`config.mk`:
```
export PLATFORM = sky130hd
export DESIGN_NAME = blob_frame_gen
export DESIGN_NICKNAME = d
export VERILOG_FILES = /design/src/rtl/blob_frame_gen.sv
export SDC_FILE = /design/constraint.sdc
export NUM_CORES = 1
export LEC_CHECK = 0
export ABC_CLOCK_PERIOD_IN_PS = 4350
export CORE_MARGIN = 1
export CORE_UTILIZATION = 49
export CTS_CLUSTER_SIZE = 30
export DETAILED_ROUTE_END_ITERATION = 7
export GPL_ROUTABILITY_DRIVEN = 0
export PLACE_DENSITY = 0.72
export SLEW_MARGIN = 10
export SYNTH_ARGS = -nofsm -noshare
export SYNTH_HDL_FRONTEND = slang
export SYNTH_SLANG_ARGS = --single-unit
```
`constraint.sdc`:
```
create_clock -name iCLK -period 4.35 [get_ports iCLK]
set_clock_uncertainty 0.2 [all_clocks]
set_input_delay 0.87 -clock iCLK [delete_from_list [all_inputs] [get_ports iCLK]]
set_output_delay 0.87 -clock iCLK [all_outputs]
set_load 0.02 [all_outputs]
```
`src/rtl/blob_frame_gen.sv`:
```
// Synthetic 640x480 grey-level frame source with one programmable bright rectangle.
// Define BLOB_FRAME_NOISE_EN to add LFSR noise to the background level.
module blob_frame_gen #(
   parameter int          H_ACTIVE = 640,
   parameter int          V_ACTIVE = 480,
   parameter int          H_BLANK  = 160,
   parameter int          V_BLANK  = 45,
   parameter logic [11:0] BG_LEVEL = 12'h100,
   parameter logic [11:0] FG_LEVEL = 12'hFFF
) (
   input  logic        iCLK,
   input  logic        iRST,
   input  logic        iStart,
   input  logic        iCont,
   input  logic        iStop,
   input  logic        iReady,
   input  logic [10:0] iBoxX,
   input  logic [10:0] iBoxY,
   input  logic [10:0] iBoxW,
   input  logic [10:0] iBoxH,
   output logic [11:0] oColor,
   output logic        oDVAL,
   output logic [10:0] oX,
   output logic [10:0] oY,
   output logic        oFrameStart,
   output logic        oFrameEnd,
   output logic        oBusy
);

   localparam int LINE_CYC = H_ACTIVE + H_BLANK;
   localparam int VB_CYC   = V_BLANK * LINE_CYC;
   localparam int CNT_W    = (VB_CYC > H_BLANK) ? $clog2(VB_CYC + 1) : $clog2(H_BLANK + 1);
   localparam logic [10:0]      X_LAST    = 11'(H_ACTIVE - 1);
   localparam logic [10:0]      Y_LAST    = 11'(V_ACTIVE - 1);
   localparam logic [CNT_W-1:0] HB_LAST   = CNT_W'(H_BLANK - 1);
   localparam logic [CNT_W-1:0] VB_LAST   = CNT_W'(VB_CYC - 1);
   localparam logic             ONE_PIXEL = (H_ACTIVE == 1) && (V_ACTIVE == 1);

   typedef enum logic [1:0] {IDLE, ACTIVE, HBLANK, VBLANK} stateT;

   stateT            state;
   logic [CNT_W-1:0] blankCnt;
   logic [10:0]      boxX, boxY, boxW, boxH;
   logic             contFlag;
   logic             stopPending;
   logic [10:0]      xNext, yNext;
   logic [11:0]      bgCur, bgAdv;

   assign xNext = oX + 11'd1;
   assign yNext = oY + 11'd1;

   // Upper bound evaluated one bit wider so a box running off the frame never wraps.
   function automatic logic inSpan(input logic [10:0] pos, input logic [10:0] lo,
                                   input logic [10:0] len);
      logic [11:0] hi;
      hi = {1'b0, lo} + {1'b0, len};
      return (pos >= lo) && ({1'b0, pos} < hi);
   endfunction

   function automatic logic [11:0] pixColor(input logic [10:0] x, input logic [10:0] y,
                                            input logic [10:0] bx, input logic [10:0] by,
                                            input logic [10:0] bw, input logic [10:0] bh,
                                            input logic [11:0] bg);
      return (inSpan(x, bx, bw) && inSpan(y, by, bh)) ? FG_LEVEL : bg;
   endfunction

`ifdef BLOB_FRAME_NOISE_EN
   logic [15:0] lfsr;
   logic [15:0] lfsrAdv;

   assign lfsrAdv = {lfsr[14:0], lfsr[15] ^ lfsr[13] ^ lfsr[12] ^ lfsr[10]};

   function automatic logic [11:0] noisyBg(input logic [7:0] n);
      logic [12:0] s;
      s = {1'b0, BG_LEVEL} + {5'd0, n};
      return s[12] ? 12'hFFF : s[11:0];
   endfunction

   // bgAdv serves the pixel presented right after an acceptance, when the LFSR steps.
   assign bgCur = noisyBg(lfsr[7:0]);
   assign bgAdv = noisyBg(lfsrAdv[7:0]);

   always_ff @(posedge iCLK) begin
      if (iRST)
         lfsr <= 16'hACE1;
      else if (state == ACTIVE && iReady)
         lfsr <= lfsrAdv;
   end
`else
   assign bgCur = BG_LEVEL;
   assign bgAdv = BG_LEVEL;
`endif

   always_ff @(posedge iCLK) begin
      if (iRST) begin
         state       <= IDLE;
         blankCnt    <= '0;
         boxX        <= '0;
         boxY        <= '0;
         boxW        <= '0;
         boxH        <= '0;
         contFlag    <= 1'b0;
         stopPending <= 1'b0;
         oColor      <= '0;
         oDVAL       <= 1'b0;
         oX          <= '0;
         oY          <= '0;
         oFrameStart <= 1'b0;
         oFrameEnd   <= 1'b0;
         oBusy       <= 1'b0;
      end else begin
         if (state != IDLE && iStop)
            stopPending <= 1'b1;
         case (state)
            IDLE: begin
               if (iStart) begin
                  boxX        <= iBoxX;
                  boxY        <= iBoxY;
                  boxW        <= iBoxW;
                  boxH        <= iBoxH;
                  contFlag    <= iCont & ~iStop;
                  stopPending <= 1'b0;
                  state       <= ACTIVE;
                  oBusy       <= 1'b1;
                  oDVAL       <= 1'b1;
                  oX          <= '0;
                  oY          <= '0;
                  oColor      <= pixColor(11'd0, 11'd0, iBoxX, iBoxY, iBoxW, iBoxH, bgCur);
                  oFrameStart <= 1'b1;
                  oFrameEnd   <= ONE_PIXEL;
               end
            end
            ACTIVE: begin
               if (iReady) begin
                  oFrameStart <= 1'b0;
                  oFrameEnd   <= 1'b0;
                  if (oX != X_LAST) begin
                     oX        <= xNext;
                     oColor    <= pixColor(xNext, oY, boxX, boxY, boxW, boxH, bgAdv);
                     oFrameEnd <= (xNext == X_LAST) && (oY == Y_LAST);
                  end else begin
                     // The last line goes straight into vertical blanking.
                     state    <= (oY == Y_LAST) ? VBLANK : HBLANK;
                     blankCnt <= '0;
                     oDVAL    <= 1'b0;
                     oColor   <= '0;
                  end
               end
            end
            HBLANK: begin
               if (iReady) begin
                  if (blankCnt == HB_LAST) begin
                     state     <= ACTIVE;
                     oDVAL     <= 1'b1;
                     oX        <= '0;
                     oY        <= yNext;
                     oColor    <= pixColor(11'd0, yNext, boxX, boxY, boxW, boxH, bgCur);
                     oFrameEnd <= (X_LAST == 11'd0) && (yNext == Y_LAST);
                  end else begin
                     blankCnt <= blankCnt + 1'b1;
                  end
               end
            end
            VBLANK: begin
               if (iReady) begin
                  if (blankCnt != VB_LAST) begin
                     blankCnt <= blankCnt + 1'b1;
                  end else if (contFlag && !stopPending && !iStop) begin
                     boxX        <= iBoxX;
                     boxY        <= iBoxY;
                     boxW        <= iBoxW;
                     boxH        <= iBoxH;
                     state       <= ACTIVE;
                     oDVAL       <= 1'b1;
                     oX          <= '0;
                     oY          <= '0;
                     oColor      <= pixColor(11'd0, 11'd0, iBoxX, iBoxY, iBoxW, iBoxH, bgCur);
                     oFrameStart <= 1'b1;
                     oFrameEnd   <= ONE_PIXEL;
                  end else begin
                     state       <= IDLE;
                     oBusy       <= 1'b0;
                     oX          <= '0;
                     oY          <= '0;
                     contFlag    <= 1'b0;
                     stopPending <= 1'b0;
                  end
               end
            end
            default: state <= IDLE;
         endcase
      end
   end

endmodule

```
======== Word level (Yosys, flattened, before mapping) ========
Index checks and enable logic that the tools add are counted.
Widths: inputs -> output; s select.
storage, ports and cells
  register bits after elaboration ......... 102
  bits of input ports ..................... 50
  output and inout port bits .............. 38
  word-level logic and storage cells ...... 178
operators by class
  add/sub/neg operators ................... 7
  $lt $le $gt $ge ......................... 12
  eq/ne operators ......................... 20
  mux-type cells .......................... 92
  bitwise operators ....................... 2
  reduce and logical (&&, ||, !) cells .... 30
operators with widths
  operator               number
  $mux 11                25
  $mux 12                11
  $mux 16                6
  $pmux 11 s2            4
  $add 11x11->12         4
  $pmux 12 s4            1
  $pmux 16 s3            1
  $pmux 11 s4            1
  $lt 1x12->1 const A    3
  $lt 11x12->1           3
  $ge 1x11->1 const A    3
  $ge 11x11->1           3
  $pmux 11 s3            1
  $mux 1                 28
  $reduce_and 7->1       4
  $ne 2x2->1 const B     12
  $add 11x1->11 const B  2
  $add 16x1->16 const B  1
  $eq 16x8->1 const B    1
  $ne 16x16->1 const B   1
  $mux 2                 7
  $logic_and 1x1->1      13
  $reduce_and 6->1       2
  $eq 11x10->1 const B   1
  16 further kinds       25

======== Longest topological paths before layout ========
  depth after elaboration ................. 9
  mapped depth ............................ 17
  depth with buffers taken out ............ 17

======== Worst setup path after synthesis ========
No wires, ideal clock.
  kind .................................... register -> register
  start point ............................. register boxX[0]
  end point ............................... register oColor[10]
  setup time .............................. 122 ps
  data arrival time ....................... 3462 ps
  data required time ...................... 4028 ps
  slack ................................... 566 ps
  stages on the path, launching flop included .. 18
  buffers on the path ..................... 0
  clock period less this slack ............ 3784 ps
  path through ............................ dfxtp_1 -> ha_1 -> inv_1 -> fa_1 -> nor2b_1 -> o21a_1 -> o21ai_0 -> and3_1 -> or2_2 -> ha_1 -> and3_1 -> o2111ai_1 -> a21oi_1 -> o21ai_0 -> a211oi_1 -> nor3_1 -> a311o_1 -> a311o_1
on the way
  word-level cells in the longest chain between the ends .. 8
  elaborated cells between the ends (all ways) .. 16
  those cells by class .................... add/sub (1); order compare (4); mux (7); reduce/logical (4)
RTL lines
  element                                      line      source
  start: declaration                           43        logic [10:0] boxX, boxY, boxW, boxH;
  start signal: assignment                     117       boxX <= iBoxX;
  start signal: assignment                     169       boxX <= iBoxX;
  $add 11x11->12                               56        hi = {1'b0, lo} + {1'b0, len};
  $lt 1x12->1 or $lt 11x12->1 (tied branches)  57        return (pos >= lo) && ({1'b0, pos} < hi);
  $logic_and 1x1->1                            57
  $logic_and 1x1->1                            64        return (inSpan(x, bx, bw) && inSpan(y, by, bh)) ? FG_LEVEL : bg;
  $mux 12                                      64
  $mux 12 (on tied branches)                   152, 137
  $mux 12 (on tied branches)                   151, 134
  $pmux 12 s4 (*)                              114       case (state)
  end signal: assignment                       128       oColor <= pixColor(11'd0, 11'd0, iBoxX, iBoxY, iBoxW, iBoxH, bgCur);
  end signal: assignment                       139       oColor <= pixColor(xNext, oY, boxX, boxY, boxW, boxH, bgAdv);
  end signal: assignment                       157       oColor <= pixColor(11'd0, yNext, boxX, boxY, boxW, boxH, bgCur);
  end: declaration                             21        output logic [11:0] oColor,
Mark *: on every way between the ends. The rest lies on a longest branch, timed or not. The select of a mux whose other input is x is not followed.
A chain may end at the register's enable or synchronous reset.

======== Worst setup path in the final report ========
Ends and elaborated chain as after synthesis.

==> impl_metrics.py <==
metrics = {
    "synthesis": {
        "post_synth_inst_count": 904,
        "synth.distinct_cells": 71,
        "most_used_flip_flop_cell_after_synthesis": "sky130_fd_sc_hd__dfxtp_1",
        "edff_count_synth": 0,
        "syn-cell-area_um2": 7230,
        "async_reset_ff_frac": 0,
        "leading_area_contributor_after_synthesis": "sky130_fd_sc_hd__dfxtp_1",
        "synthMuxAreaShare": 0.00554,
        "synth.avg_cell_area_um2": 8.00,
        "yosys.area_share.simple": 0.230,
        "synth.area.top_cells": "sky130_fd_sc_hd__dfxtp_1, sky130_fd_sc_hd__ha_1, sky130_fd_sc_hd__a21oi_1",
        "synth-seq-area-share": 0.255,
        "post-synth-top-area-fraction": 0.255,
        "yosysMostFrequentCell": "sky130_fd_sc_hd__nand2_1",
        "synth_compound_area_frac": 0.189,
        "dominant_combinational_cell_family_by_area_after_synthesis": "simple AND/OR/NAND/NOR gates",
        "mappedNetlistNets": 1072,
        "yosysWarningCount": 0,
        "post_synth_xor_area_fraction": 0.0497,
        "synth.ff_latch_count": 92,
        "synthesized_area_fraction_occupied_by_adder_cells": 0.211,
        "synth.cells.most_frequent": "sky130_fd_sc_hd__nand2_1, sky130_fd_sc_hd__ha_1, sky130_fd_sc_hd__a21oi_1",
    },
    "sta": {
        "timing_max_transition_violations_final": 0,
        "rsz_0062_raised_after_global_routing": "no",
        "final.min_clock_period_ps": 4030,
        "fmaxAchievable_ghz": 0.248,
        "slew_headroom": 0.526,
        "fin_hold_ws_ps": 261,
        "final-hold-violation-count": 0,
        "setup_viol": 0,
        "min_period_over_period": 0.926,
        "tightest_pin_transition_ps": 710,
        "setup_tns_ps": 0,
        "postLayoutSetupSlackWorst_ps": 320,
    },
    "drt": {
        "first_pass_iters": 5,
        "route.detailed.drc": 0,
        "top_layer_used": "met4",
        "wl_mm": 17.5,
        "first_iter_violations": 416,
        "routedWlPerCell_um": 15.1,
        "m1WireLength_mm": 8.53,
        "vias_per_cell": 5.69,
        "met3_length_um": 828,
        "vias": 6602,
        "route.met2.wl_mm": 7.83,
        "ant_nets": 0,
    },
    "floorplanning": {
        "design.portCount": 88,
        "row_count": 44,
        "fp.dieH_um": 123,
        "fp.dieArea_um2": 15200,
        "core_area_um2": 14500,
        "floorplan.die.width_um": 123,
        "floorplan.initialDensity": 0.499,
    },
    "setup_path": {
        "regToRegEndpoint": "oColor[10]",
        "setup.worst_path.class": "reg -> reg",
        "cp_cell_sequence": "ha_1 -> inv_1 -> fa_1 -> nor2b_2 -> o21a_1 -> o21ai_0 -> and3_1 -> or2_2 -> ha_1 -> and3_1 -> o2111ai_1 -> a21oi_1 -> o21ai_0 -> a211oi_2 -> nor3_1 -> a311o_1 -> a311o_1",
        "crit_fanout": 4,
        "slowest_stage": "sky130_fd_sc_hd__fa_1",
        "critical_path_depth": 17,
        "reg2reg_depth": 17,
        "cpPeakStageDelay_ps": 400,
        "rr_startpoint": "boxX[0]",
        "regToRegSetupSlack_ps": 320,
        "worst_ep_required_time_ps": 4390,
        "startpoint_kind_of_the_worst_setup_timing_path": "register",
        "critical_path_buf_inv_count": 1,
        "timing.critical_path.to_type": "register",
        "crit_path_arrival_time_ps": 4070,
        "path_delay_family": "compound AO/OA/AOI/OAI gates",
    },
    "hold_path": {
        "hold_path_startpoint": "boxW[0]",
        "hold_path.class": "reg -> reg",
        "worst_hold_path_ep": "boxW[0]",
        "worst_hold_path.num_cells": 2,
    },
    "final_layout": {
        "area_growth_pct": 18.1,
        "post_route_cells_drive_above_1_share": 0.0502,
        "instances_no_fill": 1161,
        "fill_cells": 1356,
        "layout.nets": 1140,
        "insertedDiodeCount": 0,
    },
    "pwr": {
        "power_leakage_nw": 3.53,
        "powerDensity_nw_per_um2": 314,
        "power.ir.vdd_worst_v": 0.000219,
        "finalPower_w": 0.00268,
    },
    "global_route": {
        "largest_net_degree_at_the_start_of_global_routing": 46,
        "grt_antenna_before_repair": 0,
        "grt_first_pass_wirelength_mm": 28.7,
        "globalRouteOverflowTotal": 0,
        "grt.total_usage": 0.240,
        "number_of_global_route_vias_before_repair": 6005,
    },
    "cts": {
        "clock_tree.buffer_depth": 2,
        "path_clk_slew_ps": 70,
        "ctsRootBufferMaster": "sky130_fd_sc_hd__clkbuf_16",
        "tritoncts": "done",
        "clock_insertion_delay_worst_skew_ps": 360,
        "clock_tree.htree_level_count": 3,
        "clock-sinks": 92,
        "cts_inserted_buffers": 9,
    },
    "place": {
        "number_of_port_buffers": 87,
        "post-place-ws_ps": 281,
        "post-dp-hpwl_mm": 13.8,
        "dp.cells": 1144,
    },
    "job": {
        "max-cap-violations": 0,
    },
    "outcome": {
        "status": "complete, no violations",
    },
}
==> sequential cells by signal, indices dropped and copies added, names as in the netlist <==
signal	cells
oColor	2
oFrameEnd	1
blankCnt	16
oX	11
oFrameStart	1
boxH	11
state	2
stopPending	1
boxY	11
oBusy	1
oY	11
boxW	11
contFlag	1
oDVAL	1
boxX	11
==> cell usage in the layout (no fill, tap or decap), types with 8 or more instances in the layout <==
master / n
sky130_fd_sc_hd__a21o_1: 12
sky130_fd_sc_hd__a21oi_1: 103
sky130_fd_sc_hd__and3_1: 9
sky130_fd_sc_hd__buf_4: 8
sky130_fd_sc_hd__clkbuf_16: 9
sky130_fd_sc_hd__clkdlybuf4s50_1: 86
sky130_fd_sc_hd__dfxtp_1: 91
sky130_fd_sc_hd__ha_1: 114
sky130_fd_sc_hd__inv_1: 63
sky130_fd_sc_hd__nand2_1: 124
sky130_fd_sc_hd__nand2b_1: 8
sky130_fd_sc_hd__nand3_1: 28
sky130_fd_sc_hd__nand4_1: 14
sky130_fd_sc_hd__nor2_1: 53
sky130_fd_sc_hd__nor3_1: 14
sky130_fd_sc_hd__nor4_1: 21
sky130_fd_sc_hd__o21ai_0: 34
sky130_fd_sc_hd__or3_1: 16
sky130_fd_sc_hd__xnor2_1: 24
sky130_fd_sc_hd__xor2_1: 17
==> worst max-delay path by stage <==
stage,startpoint,endpoint,slack (ps)
2_1_floorplan,boxX[0],oColor[10],570
3_3_place_gp,boxX[0],oColor[10],330
3_5_place_dp,boxX[0],oColor[10],280
4_1_cts,boxX[0],oColor[10],260
5_1_grt,boxY[0],oColor[10],8
6_report,boxX[0],oColor[10],320
==> cell type report <==
class                      instances  area, µm²  share of cell area
multi-input combinational        711       4980               0.584
clock buffer                      11        253              0.0296
inverter                          63        236              0.0277
tap                              184        230              0.0270
sequential                        92       1840               0.216
timing repair buffer              95        926               0.108
clock inverter                     5       66.3             0.00777
==> cell families (layout without fill, tap and decap cells) <==
logic type	Yosys count	in the layout
buf+inv	101	174
simple gates	329	329
xor+xnor	41	41
flops	92	92
mux	4	4
fa+ha+maj	120	120
compound gates	217	217
==> power breakdown <==
group / leakage (nW) / internal, W / total (W) / switching (W)
logic: 2.63 / 0.000364 / 0.000873 / 0.000509
registers: 0.751 / 0.000907 / 0.000965 / 0.0000581
clock network: 0.154 / 0.000484 / 0.000840 / 0.000356
==> what timing repair did <==
item	4_1_cts	5_1_grt
hold endpoints to repair	0	0
endpoints found under the setup margin	0	1
hold buffers	0	0
buffers inserted	0	1
resized for setup	0	5
==> tightest hold or removal path, stage by stage (launching register included) <==
cell                      delay (ps)
sky130_fd_sc_hd__dfxtp_1         310
sky130_fd_sc_hd__nand2_1          50
sky130_fd_sc_hd__a21oi_1          50
==> layer usage <==
layer / GRT usage / up-vias
met5: 0 / -
met1: 0.329 / 3017
met4: 0.0813 / 0
li1: - / 3384
met3: 0.0295 / 21
met2: 0.387 / 180
==> metrics by stage <==
stage	area, µm²	util
after floorplan	7230	-
after global placement	8200	0.566
after detailed placement	8200	0.566
after CTS	8510	0.588
after global routing	8540	0.590
final	8540	0.590
Power figures use the tool's default switching activity.
